`src/rtl/demux_pkg.sv`:
```
// Shared constants for the registered 1-to-2 demultiplexer.
package demux_pkg;

  localparam int unsigned DEFAULT_SIZE  = 32;
  localparam int unsigned DEFAULT_CNT_W = 16;

  localparam logic OUT0 = 1'b0;
  localparam logic OUT1 = 1'b1;

endpackage

```
`src/rtl/demux_slot.sv`:
```
// Single-entry output holding register with valid/ready handshake.
// Optional completed-transfer counter is built only when DEMUX_COUNT_EN is defined.
module demux_slot
  import demux_pkg::*;
#(
  parameter int unsigned size  = DEFAULT_SIZE,
  parameter int unsigned CNT_W = DEFAULT_CNT_W
) (
  input  logic             i_clk,
  input  logic             i_rst,
  input  logic             i_load,
  input  logic [size-1:0]  i_data,
  input  logic             i_ready,
  output logic             o_free,
  output logic             o_valid,
  output logic [size-1:0]  o_data
`ifdef DEMUX_COUNT_EN
  ,
  output logic [CNT_W-1:0] o_cnt
`endif
);

  logic            r_valid;
  logic [size-1:0] r_data;
  logic            w_fire;

  assign w_fire  = r_valid & i_ready;
  // The slot can accept when empty or when it drains in this same cycle.
  assign o_free  = ~r_valid | i_ready;
  assign o_valid = r_valid;
  assign o_data  = r_data;

  always_ff @(posedge i_clk) begin
    if (i_rst) begin
      r_valid <= 1'b0;
      r_data  <= '0;
    end else if (i_load) begin
      r_valid <= 1'b1;
      r_data  <= i_data;
    end else if (w_fire) begin
      r_valid <= 1'b0;
    end
  end

`ifdef DEMUX_COUNT_EN
  logic [CNT_W-1:0] r_cnt;

  always_ff @(posedge i_clk) begin
    if (i_rst) begin
      r_cnt <= '0;
    end else if (w_fire) begin
      r_cnt <= r_cnt + 1'b1;
    end
  end

  assign o_cnt = r_cnt;
`endif

endmodule

```
`src/rtl/demux_1to2_pipe.sv`:
```
// Registered 1-to-2 demultiplexer: steers one valid/ready stream to one of two slots.
// Define DEMUX_COUNT_EN to add per-output completed-transfer counters (cnt0_o/cnt1_o).
module demux_1to2_pipe
  import demux_pkg::*;
#(
  parameter int unsigned size  = DEFAULT_SIZE,
  parameter int unsigned CNT_W = DEFAULT_CNT_W
) (
  input  logic             clk_i,
  input  logic             rst_i,
  input  logic [size-1:0]  data_i,
  input  logic             select_i,
  input  logic             valid_i,
  output logic             ready_o,
  output logic [size-1:0]  data0_o,
  output logic [size-1:0]  data1_o,
  output logic             valid0_o,
  output logic             valid1_o,
  input  logic             ready0_i,
  input  logic             ready1_i
`ifdef DEMUX_COUNT_EN
  ,
  output logic [CNT_W-1:0] cnt0_o,
  output logic [CNT_W-1:0] cnt1_o
`endif
);

  logic w_free0;
  logic w_free1;
  logic w_fire_in;
  logic w_load0;
  logic w_load1;

  // Ready depends only on the selected slot, so a stalled consumer blocks only its own traffic.
  assign ready_o   = (select_i == OUT1) ? w_free1 : w_free0;
  assign w_fire_in = valid_i & ready_o;
  assign w_load0   = w_fire_in & (select_i == OUT0);
  assign w_load1   = w_fire_in & (select_i == OUT1);

  demux_slot #(
    .size  (size),
    .CNT_W (CNT_W)
  ) u_slot0 (
    .i_clk   (clk_i),
    .i_rst   (rst_i),
    .i_load  (w_load0),
    .i_data  (data_i),
    .i_ready (ready0_i),
    .o_free  (w_free0),
    .o_valid (valid0_o),
    .o_data  (data0_o)
`ifdef DEMUX_COUNT_EN
    ,
    .o_cnt   (cnt0_o)
`endif
  );

  demux_slot #(
    .size  (size),
    .CNT_W (CNT_W)
  ) u_slot1 (
    .i_clk   (clk_i),
    .i_rst   (rst_i),
    .i_load  (w_load1),
    .i_data  (data_i),
    .i_ready (ready1_i),
    .o_free  (w_free1),
    .o_valid (valid1_o),
    .o_data  (data1_o)
`ifdef DEMUX_COUNT_EN
    ,
    .o_cnt   (cnt1_o)
`endif
  );

endmodule

```
`config.mk`:
```
export PLATFORM = sky130hd
export DESIGN_NAME = demux_1to2_pipe
export DESIGN_NICKNAME = d
export VERILOG_FILES = /design/src/rtl/demux_pkg.sv /design/src/rtl/demux_slot.sv /design/src/rtl/demux_1to2_pipe.sv
export SDC_FILE = /design/constraint.sdc
export NUM_CORES = 1
export LEC_CHECK = 0
export CAP_MARGIN = 20
export CORE_ASPECT_RATIO = 1.4
export CORE_MARGIN = 2
export CORE_UTILIZATION = 45
export DETAILED_ROUTE_END_ITERATION = 8
export PLACE_DENSITY = 0.85
export SETUP_SLACK_MARGIN = 0.3
export SLEW_MARGIN = 25
export SYNTH_ARGS = -nofsm -noshare
export SYNTH_HDL_FRONTEND = slang
export SYNTH_SLANG_ARGS = --single-unit
export TNS_END_PERCENT = 100
```
`constraint.sdc`:
```
create_clock -name clk_i -period 2.25 [get_ports clk_i]
set_clock_uncertainty 0.05 [all_clocks]
set_input_delay 0.225 -clock clk_i [delete_from_list [all_inputs] [get_ports clk_i]]
set_output_delay 0.225 -clock clk_i [all_outputs]
set_load 0.03 [all_outputs]
```
[Word-level counts from Yosys, hierarchy flattened]
Cells that the tools add are included.
Storage, ports and cells
  bits of input ports: 38
  bits in registers: 66
  output and inout bits: 67
  logic and storage cells: 21
Operators by class
  mux-type cells: 5
  reductions and logical operators: 2
  bitwise operators: 10
Operators with widths (number)
  1-bit bitwise AND: 5
  1-bit 2-to-1 mux: 5
  2-bit nonzero test: 2
  1-bit NOT: 3
  1-bit bitwise OR: 2

[Longest topological paths before layout]
Gate-level depths: netlist of run 1.
  depth in word-level cells: 6
  gate-level depth with buffers: 5
  mapped depth without buffers: 3

[Hierarchy]
A second synthesis of run 1 with hierarchy kept.
Unflattened totals
  cell total of the unflattened synthesis: 219
  area, all modules: 2442.3 sq um
By module, submodules not included
  demux_slot: cells each 108, sequential area each 660.6 sq um, times used 2, area each 1204.9 sq um
  demux_1to2_pipe: cells each 3, sequential area each 0.0 sq um, times used 1, area each 32.5 sq um

[Least setup slack after synthesis of run 1]
No wires, ideal clock.
  kind: register -> register
  from: reg u_slot0.r_valid, in the netlist u_slot0.o_valid
  to: reg u_slot0.r_data[10], in the netlist u_slot0.o_data[10]
  setup time: 0.119 ns
  clock period less this slack: 1.367 ns
  arrival: 1.198 ns
  required time: 2.081 ns
  cell stages (with the launch flop): 6
  path slack: 0.883 ns
  buffers on the path: 2
  path through: dfxtp_1 nand2b_4 and3b_4 buf_12 buf_12 mux2i_1
Between the ends
  cells in the longest elaborated chain, start to end: 5
RTL lines
  start: declaration: RTL line demux_slot.sv:23  | logic r_valid;
  start signal: assignment: RTL line demux_slot.sv:35  | r_valid <= 1'b0;
  start signal: assignment: RTL line demux_slot.sv:38  | r_valid <= 1'b1;
  start signal: assignment: RTL line demux_slot.sv:41  | r_valid <= 1'b0;
  1-bit NOT: RTL line demux_slot.sv:29  | assign o_free = ~r_valid | i_ready;
  1-bit bitwise OR: RTL line demux_slot.sv:29
  1-bit 2-to-1 mux: RTL line demux_1to2_pipe.sv:35  | assign ready_o = (select_i == OUT1) ? w_free1 : w_free0;
  1-bit bitwise AND: RTL line demux_1to2_pipe.sv:36  | assign w_fire_in = valid_i & ready_o;
  1-bit bitwise AND: RTL line demux_1to2_pipe.sv:37  | assign w_load0 = w_fire_in & (select_i == OUT0);
  end signal: assignment: RTL line demux_slot.sv:39  | r_data <= i_data;
  end: declaration: RTL line demux_slot.sv:24  | logic [size-1:0] r_data;
No other way between the ends.
A chain may end at the register's enable or synchronous reset.

[Worst setup path in the final report of run 1]
  from: in select_i
  to: out ready_o
Between the ends
  cells in the longest elaborated chain, start to end: 1
RTL lines
  start: declaration: RTL line demux_1to2_pipe.sv:12  | input logic select_i,
  1-bit 2-to-1 mux: RTL line demux_1to2_pipe.sv:35
  end: declaration: RTL line demux_1to2_pipe.sv:14  | output logic ready_o,
No other way between the ends.

==> flow_metrics.py, run 1 <==
metrics = {
    "synth": {
        "synth_edf_count": 0,
        "netlist_instances": 252,
        "synth_cell_types": 15,
        "yosysTopAreaCell": "dfxtp_1",
        "ys.flop_type": "dfxtp_1",
        "ys_seq_area_frac": 0.478,
        "yosys-top-cells-count": "96 x nand2b_1, 66 x dfxtp_1, 64 x mux2i_1, 9 x clkbuf_1, 3 x buf_2",
        "ys_warn_count": 0,
        "ys_ff_latch": 66,
        "syn_nets": 290,
        "synth.area.top_cells": "dfxtp_1 48%, mux2i_1 23%, nand2b_1 22%",
        "avgSynthCellArea_sq_um": 11.0,
        "async_reset_ff_frac": 0,
        "synth_top_area_share": 0.478,
        "synth.cell_area_sq_mm": 0.00277,
        "yosysMostFrequentCell": "nand2b_1",
    },
    "layout": {
        "fillCellCount": 479,
        "drive_gt1_frac": 0.0618,
        "fin_util": 0.671,
        "diodes": 0,
        "syn2layout_area_growth_pct": 43.3,
        "nNetsFinal": 391,
        "stdcell_count": 426,
    },
    "critical_path": {
        "cp-start-kind": "input port",
        "r2r_end": "u_slot0.o_data[2]$_SDFFE_PP0P_",
        "r2r_cells": 3,
        "path_class": "input port to output pin",
        "worstPathRequired_ns": 1.98,
        "r2r_setup_slack_ns": 0.98,
        "arrival_ns": 1.46,
        "path_max_fanout": 5,
        "end_kind": "output pin",
        "r2r-start": "u_slot0.o_valid$_SDFFE_PP0P_",
    },
    "grt": {
        "track_usage": 0.175,
        "grt_max_degree": 82,
        "gr-usage-met2": 0.299,
        "grt-busiest-layer": "met2",
        "grt.overflow.total": 0,
        "use_met1": 0.201,
        "first_global_vias": 2016,
        "grt_pass1_wl_um": 9500,
        "antenna_found_initial": 0,
        "met3_usage": 0.0458,
    },
    "sta": {
        "final.period_utilization": 0.772,
        "maxSlewViolCount": 0,
        "hold_viol_final": 0,
        "rsz0062_at_grt": "no",
        "tns_ns": 0,
        "period_needed_ns": 1.74,
        "timing.fmax_mhz": 576,
        "tightestPinTransition_ns": 0.498,
        "finalSetupViolCount": 0,
        "holdWs_ns": 0.217,
        "slew-limit-headroom": 0.666,
    },
    "run_status": {
        "status": "finished, final reports clean",
    },
    "routing": {
        "drt_iter0_markers": 51,
        "drc": 0,
        "wl_per_cell_um": 13.7,
        "first_pass_iters": 4,
        "wl_um": 5830,
        "vias": 2024,
        "ant_nets": 0,
        "vias_per_cell": 4.75,
    },
    "job": {
        "max_cap_violations": 0,
    },
    "floorplan": {
        "io_pins": 105,
        "rows": 33,
        "die_h_um": 96.8,
        "start_util": 0.468,
        "die-area_sq_mm": 0.00680,
        "die_width_um": 70.3,
        "coreArea_sq_mm": 0.00590,
    },
    "placed_design": {
        "dpl.cell_count": 412,
        "routabilityCongestion": 0.746,
        "dp_hpwl_um": 4160,
        "port_buffers": 104,
    },
    "power": {
        "irDropWorstVdd_v": 0.000485,
        "leakage_nw": 1.60,
        "power_w": 0.00258,
        "power_density_mw_per_mm2": 651,
    },
    "cts": {
        "clock_latency_ns": 0.32,
        "post-cts-setup-buffers": 0,
        "cts-root-buf": "clkbuf_8",
        "h-tree-depth": 3,
        "clk_pin_slew_ns": 0.07,
        "cts_tree": "built",
        "numCtsBuffers": 9,
        "cts_num_sinks": 66,
        "clockBufferDepth": 2,
    },
    "worst_hold_path": {
        "whs_endpoint": "u_slot1.o_valid$_SDFFE_PP0P_",
        "whs_path_depth": 2,
        "hp-start": "rst_i",
        "hold_class": "input port to flip-flop",
    },
}
==> cells in the final DEF, fill, tap and decap left out, types with 2 or more instances in the layout <==
cell / count
clkdlybuf4s50_1: 102
nand2b_4: 2
clkbuf_8: 10
a21oi_1: 2
mux2i_1: 64
clkinv_2: 2
dfxtp_1: 66
nand2b_1: 96
buf_4: 2
==> timing repair <==
item / CTS / global route
endpoints found under the setup margin: 1 / 0
resized for setup: 1 / 0
hold endpoints to repair: 0 / 0
hold buffers: 0 / 0
==> layout make-up <==
cell class	instances	area [sq um]	area share
Multi-Input combinational cell	169	1330	0.334
Timing Repair Buffer	107	1070	0.270
Sequential cell	66	1320	0.333
Clock buffer	11	141	0.0357
Clock inverter	3	17.5	0.00442
Tap cell	70	87.6	0.0221
==> metrics by stage <==
step / instance area [sq um] / worst slack (ns)
after floorplan: 2770 / 0.883
after global placement: 3800 / 0.296
after detailed placement: 3800 / 0.269
after CTS: 3960 / 0.512
after global routing: 3960 / 0.480
final: 3960 / 0.512
==> state kept, by name (all words and copies together) (netlist names) <==
register,cells
u_slot0.o_data,32
u_slot0.o_valid,1
u_slot1.o_data,32
u_slot1.o_valid,1
==> power by group <==
part / total, W / switching, W / internal, W
Clock: 0.000821 / 0.000407 / 0.000414
Sequential: 0.00126 / 0.0000327 / 0.00123
Combinational: 0.000496 / 0.000248 / 0.000248
==> kinds of logic (layout without fill, tap and decap cells) <==
| group | Yosys count | after routing | synth area share |
|---|---|---|---|
| mux | 65 | 65 | 0.236 |
| buf+inv | 17 | 121 | 0.0430 |
| simple gates | 102 | 102 | 0.240 |
| compound gates | 2 | 2 | 0.00362 |
| flops | 66 | 66 | 0.478 |
==> worst max-delay path, stage by stage <==
cell,delay (ns)
clkdlybuf4s50_1,0.53
mux2_2,0.35
dlygate4sd2_1,0.35
==> worst max-delay path by stage <==
stage,start,endpoint,slack [ns],cells after the start
2_1_floorplan,u_slot0.o_valid$_SDFFE_PP0P_,u_slot0.o_data[10]$_SDFFE_PP0P_,0.88,5
3_3_place_gp,select_i,ready_o,0.30,3
3_5_place_dp,select_i,ready_o,0.27,3
4_1_cts,select_i,ready_o,0.51,3
5_1_grt,select_i,ready_o,0.48,3
6_report,select_i,ready_o,0.51,3
==> layer usage <==
layer | wire length (um) | vias up
met5 | 0 | -
met4 | 93 | 0
met3 | 383 | 8
met2 | 2960 | 63
met1 | 2390 | 930
li1 | - | 1023
Power figures use the tool's default switching activity.
==> inputs of run 2 (changes only) <==
--- a/config.mk
+++ b/config.mk
@@ -8,9 +8,9 @@
 export CAP_MARGIN = 20
 export CORE_ASPECT_RATIO = 1.4
 export CORE_MARGIN = 2
-export CORE_UTILIZATION = 45
+export CORE_UTILIZATION = 44
 export DETAILED_ROUTE_END_ITERATION = 8
-export PLACE_DENSITY = 0.85
+export PLACE_DENSITY = 0.83
 export SETUP_SLACK_MARGIN = 0.3
 export SLEW_MARGIN = 25
 export SYNTH_ARGS = -nofsm -noshare
==> constraint.sdc (replaced) <==
create_clock -name clk_i -period 1.6 [get_ports clk_i]
set_clock_uncertainty 0.05 [all_clocks]
set_input_delay 0.16 -clock clk_i [delete_from_list [all_inputs] [get_ports clk_i]]
set_output_delay 0.16 -clock clk_i [all_outputs]
set_load 0.03 [all_outputs]
==> run 2 against run 1 <==
Against the previous run: sequential share of layout area fell by 0.38 points; sequential power grew 41%; register-to-register slack lost 0.61 ns; utilization is 2.0 points lower; flip-flop and latch count is the same; critical path depth stayed put; hold slack better by 0.046 ns; non-clock buffer count grew 9; cell count rose by 2.8%; first-iteration DRC count increased by 27%; total power rose by 42%; die area rose by 2.2%; largest cell class unchanged.
==> flow_metrics.py, run 2 (synthesized netlist as in run 1, its figures left out) <==
metrics = {
    "routing": {
        "wl_per_cell_um": 14.0,
        "drc": 0,
        "ant_nets": 0,
        "first_pass_iters": 4,
        "vias": 2080,
        "drt_iter0_markers": 65,
        "vias_per_cell": 4.75,
        "wl_um": 6150,
    },
    "floorplan": {
        "rows": 34,
        "io_pins": 105,
        "die_width_um": 71,
        "coreArea_sq_mm": 0.00617,
        "start_util": 0.448,
        "die_h_um": 97.8,
        "die-area_sq_mm": 0.00694,
    },
    "critical_path": {
        "cp-start-kind": "flip-flop",
        "path_max_fanout": 2,
        "worstPathRequired_ns": 1.39,
        "arrival_ns": 1.14,
        "end_kind": "output pin",
        "path_class": "flip-flop to output pin",
    },
    "cts": {
        "clock_latency_ns": 0.33,
        "cts_num_sinks": 66,
        "cts-root-buf": "clkbuf_8",
        "clockBufferDepth": 2,
        "h-tree-depth": 3,
        "numCtsBuffers": 9,
        "cts_tree": "built",
        "post-cts-setup-buffers": 0,
        "cts_hold_buf": 0,
        "clk_pin_slew_ns": 0.07,
    },
    "run_status": {
        "status": "finished, final reports clean",
    },
    "power": {
        "intPower_w": 0.00269,
        "switching_share": 0.268,
        "seqPwrFrac": 0.484,
        "combPwrFrac": 0.186,
        "power_w": 0.00367,
        "power.share.clock": 0.330,
        "power_density_mw_per_mm2": 914,
        "leakage_nw": 1.78,
        "irDropWorstVdd_v": 0.000552,
        "p_switching_w": 0.000985,
    },
    "layout": {
        "multi_input_area_sq_mm": 0.00133,
        "fillCellCount": 521,
        "final_area_sq_mm": 0.00402,
        "syn2layout_area_growth_pct": 45.2,
        "nNetsFinal": 400,
        "drive_gt1_frac": 0.161,
        "diodes": 0,
        "register_area_sq_mm": 0.00132,
        "layout_commonest_cell": "nand2b_1",
        "final_cell_mix": "96 x nand2b_1, 64 x mux2i_1, 64 x dfxtp_1, 36 x clkdlybuf4s50_1, 36 x clkdlybuf4s15_1",
    },
    "sta": {
        "maxSlewViolCount": 0,
        "slew-limit-headroom": 0.787,
        "timing.fmax_mhz": 741,
        "tightestPinTransition_ns": 0.320,
        "final.period_utilization": 0.844,
        "holdWs_ns": 0.263,
        "finalSetupViolCount": 0,
        "period_needed_ns": 1.35,
        "hold_viol_final": 0,
        "fin_ws_ns": 0.250,
        "rsz0062_at_grt": "yes",
    },
    "placed_design": {
        "port_buffers": 104,
        "routabilityCongestion": 0.727,
        "dpl-instance-area_sq_mm": 0.00392,
        "dp_hpwl_um": 4380,
        "place_ws_ns": -0.177,
    },
    "grt": {
        "track_usage": 0.187,
        "grt_pass1_wl_um": 10100,
        "first_global_vias": 2186,
        "antenna_found_initial": 0,
        "grt_max_degree": 99,
        "grt.overflow.total": 0,
    },
    "worst_hold_path": {
        "hold_class": "input port to flip-flop",
    },
    "job": {
        "max_cap_violations": 0,
    },
}
run 2: cell types whose count changed in the layout (fill, tap and decap cells not counted), moves of 2 or more:
cell	delta
dfxtp_2	+2
buf_12	+4
clkdlybuf4s15_2	+3
dfxtp_1	-2
dlygate4sd2_1	+6
clkbuf_2	+20
clkdlybuf4s50_1	-66
clkdlybuf4s15_1	+36
buf_4	+4
run 2: final cells by class:
class	count	share of cell area
Clock buffer	12	0.0386
Clock inverter	3	0.00374
Tap cell	72	0.0224
Sequential cell	66	0.330
Timing Repair Buffer	116	0.274
Multi-Input combinational cell	169	0.331
run 2: routing by layer:
layer	share of wire	GRT usage	up-vias
met5	0	0	-
met3	0.046	0.0433	10
met4	0.020	0.100	0
met1	0.37	0.197	969
li1	-	-	1048
met2	0.56	0.338	53
run 2: critical path, cell delays in order (launching register included):
cell	delay, ns
dfxtp_2	0.35
nand2b_4	0.06
mux2_2	0.26
buf_6	0.14
run 2: repair_timing:
action,CTS,global route
setup endpoints to repair,67,48
gates resized for setup,100,56
pin swaps,0,0
cloned,0,1
run 2: worst paths after layout:
path | slack, ns | from | cells after the start | end
setup / recovery | 0.25 | u_slot0.o_valid$_SDFFE_PP0P_ | 3 | ready_o
hold reg to reg | 0.42 | u_slot0.o_data[8]$_SDFFE_PP0P_ | 2 | u_slot0.o_data[8]$_SDFFE_PP0P_
setup reg to reg | 0.37 | u_slot1.o_valid$_SDFFE_PP0P_ | 5 | u_slot1.o_data[27]$_SDFFE_PP0P_
hold / removal | 0.26 | rst_i | 3 | u_slot1.o_valid$_SDFFE_PP0P_
run 2: metrics by stage:
step	std cells	setup TNS, ns	util
2_1_floorplan	252	0	-
5_1_grt	438	0	0.651
3_5_place_dp	422	-0.177	0.635
3_3_place_gp	422	-0.167	0.635
4_1_cts	437	0	0.656
6_report	438	0	0.651
run 2: power groups by stage:
stage	logic (W)	registers [W]	clock network, W
2_1_floorplan	0.000241	0.00198	0
3_3_place_gp	0.000727	0.00181	0
3_5_place_dp	0.000736	0.00182	0
4_1_cts	0.000688	0.00178	0.00125
5_1_grt	0.000728	0.00179	0.00132
6_report	0.000683	0.00178	0.00121
==> inputs of run 3 (changes only) <==
--- a/config.mk
+++ b/config.mk
@@ -8,9 +8,9 @@
 export CAP_MARGIN = 20
 export CORE_ASPECT_RATIO = 1.4
 export CORE_MARGIN = 2
-export CORE_UTILIZATION = 44
+export CORE_UTILIZATION = 40
 export DETAILED_ROUTE_END_ITERATION = 8
-export PLACE_DENSITY = 0.83
+export PLACE_DENSITY = 0.8
 export SETUP_SLACK_MARGIN = 0.3
 export SLEW_MARGIN = 25
 export SYNTH_ARGS = -nofsm -noshare
==> constraint.sdc (replaced) <==
create_clock -name clk_i -period 1.2 [get_ports clk_i]
set_clock_uncertainty 0.05 [all_clocks]
set_input_delay 0.12 -clock clk_i [delete_from_list [all_inputs] [get_ports clk_i]]
set_output_delay 0.12 -clock clk_i [all_outputs]
set_load 0.03 [all_outputs]
==> run 3 against run 2 <==
Against the previous run: critical endpoint is now u_slot0.o_data[3]$_SDFFE_PP0P_; combinational power rose by 76%; sequential power increased by 36%; the run now ends with setup timing left; first-iteration DRC count down 28%; setup slack lost 0.39 ns; global-route usage is 0.81 points lower; largest cell class is now non-clock buffers; non-clock buffer count up 45; largest power group unchanged; clock power increased by 51%.
==> flow_metrics.py, run 3 (synthesized netlist as in run 1, its figures left out) <==
metrics = {
    "power": {
        "switching_share": 0.256,
        "power_w": 0.00545,
        "p_switching_w": 0.00140,
        "intPower_w": 0.00406,
        "seqPwrFrac": 0.443,
        "combPwrFrac": 0.221,
        "irDropWorstVdd_v": 0.000837,
        "power_density_mw_per_mm2": 1130,
        "leakage_nw": 2.19,
        "power.share.clock": 0.336,
    },
    "floorplan": {
        "coreArea_sq_mm": 0.00666,
        "die_width_um": 74.3,
        "io_pins": 105,
        "start_util": 0.415,
        "die_h_um": 102,
        "die-area_sq_mm": 0.00760,
        "rows": 35,
    },
    "sta": {
        "timing.fmax_mhz": 748,
        "holdWs_ns": 0.130,
        "rsz0062_at_grt": "yes",
        "fin_ws_ns": -0.136,
        "period_needed_ns": 1.34,
        "slew-limit-headroom": 0.788,
        "finalSetupViolCount": 32,
        "tightestPinTransition_ns": 0.317,
        "hold_viol_final": 0,
        "final.period_utilization": 1.11,
        "maxSlewViolCount": 0,
    },
    "critical_path": {
        "cpMaxStageDelayCell": "clkdlybuf4s50_1",
        "path_max_fanout": 7,
        "critical_path.cell_chain": "clkdlybuf4s50_1 > buf_4 > and3b_4 > buf_12 > buf_12 > mux2i_2",
        "crit_path_frequent_cell": "buf_12",
        "path_class": "input port to flip-flop",
        "cp-start-kind": "input port",
        "end_kind": "flip-flop",
        "cp_slowest_stage_delay_ns": 0.44,
        "worstPathRequired_ns": 1.40,
        "arrival_ns": 1.53,
    },
    "cts": {
        "cts_num_sinks": 66,
        "clock_latency_ns": 0.33,
        "cts_tree": "built",
        "numCtsBuffers": 9,
        "clk_pin_slew_ns": 0.07,
        "cts-root-buf": "clkbuf_8",
        "clockBufferDepth": 2,
        "h-tree-depth": 3,
    },
    "layout": {
        "layout_commonest_cell": "nand2b_1",
        "nNetsFinal": 446,
        "syn2layout_area_growth_pct": 75.1,
        "final_cell_mix": "96 x nand2b_1, 68 x buf_6, 64 x dfxtp_2, 63 x mux2i_1, 42 x buf_4",
        "diodes": 0,
        "drive_gt1_frac": 0.524,
    },
    "grt": {
        "track_usage": 0.179,
        "grt_max_degree": 66,
        "first_global_vias": 2141,
        "grt.overflow.total": 0,
        "grt_pass1_wl_um": 10200,
        "antenna_found_initial": 0,
    },
    "run_status": {
        "violations": "setup timing",
        "status": "complete, but fails checks",
    },
    "routing": {
        "vias": 2301,
        "wl_um": 7200,
        "drt_iter0_markers": 47,
        "vias_per_cell": 4.57,
        "wl_per_cell_um": 14.3,
        "drc": 0,
        "first_pass_iters": 6,
        "ant_nets": 0,
    },
    "placed_design": {
        "dp_hpwl_um": 4240,
        "routabilityCongestion": 0.723,
        "port_buffers": 104,
    },
    "worst_hold_path": {
        "hold_class": "input port to flip-flop",
    },
    "job": {
        "max_cap_violations": 0,
    },
}
## run 3: metal layers
metal / track usage / vias to the layer above / routed length, um
li1: - / 1142 / -
met1: 0.189 / 1083 / 2760
met2: 0.320 / 66 / 3960
met3: 0.0404 / 10 / 330
met4: 0.103 / 0 / 147
met5: 0 / - / 0
## run 3: path summary, 6_finish.rpt
path                                           to  cells past startpoint  slack, ns                            start
hold / removal       u_slot0.o_valid$_SDFFE_PP0P_                      3       0.13                            rst_i
hold reg to reg   u_slot1.o_data[24]$_SDFFE_PP0P_                      2       0.43  u_slot1.o_data[24]$_SDFFE_PP0P_
setup reg to reg   u_slot0.o_data[3]$_SDFFE_PP0P_                      6      -0.13     u_slot0.o_valid$_SDFFE_PP0P_
setup / recovery   u_slot0.o_data[3]$_SDFFE_PP0P_                      6      -0.14                         select_i
## run 3: cell type report
class / instances / area [sq um]
clock buffer: 12 / 155
multi-input combinational: 170 / 1380
tap: 92 / 115
fill: 465 / 1820
sequential: 66 / 1410
timing repair buffer: 161 / 1740
clock inverter: 3 / 40.0
## run 3: repair_timing
item / 4_1_cts / 5_1_grt
hold buffers: 0 / 0
setup endpoints to repair: 133 / 133
setup buffers: 16 / 28
pin swaps: 0 / 1
gates resized for setup: 449 / 6
gates cloned: 4 / 0
## run 3: power by group through the flow
stage | Clock [W] | Combinational [W] | Sequential [W]
floorplan | 0 | 0.000334 | 0.00264
global placement | 0 | 0.000976 | 0.00242
detailed placement | 0 | 0.000985 | 0.00242
CTS | 0.00188 | 0.00113 | 0.00241
global route | 0.00198 | 0.00127 | 0.00243
finish | 0.00183 | 0.00120 | 0.00242
## run 3: metrics by stage
| stage | cell area [sq um] | utilization | setup TNS, ns | std cells | worst slack [ns] |
|---|---|---|---|---|---|
| final | 4840 | 0.727 | -1.90 | 504 | -0.136 |
| after global routing | 4840 | 0.727 | -3.64 | 504 | -0.176 |
| after CTS | 4610 | 0.692 | -2.24 | 476 | -0.144 |
| after detailed placement | 3960 | 0.594 | -16.58 | 441 | -0.510 |
| after global placement | 3960 | 0.594 | -15.52 | 441 | -0.491 |
| after floorplan | 2810 | - | 0 | 252 | 0.0101 |
## run 3: critical path: cells and delay by family
family                 cells  cell delay [ns]
buffers and inverters      4             0.85
and+or+nand+nor            1             0.33
muxes                      1             0.22
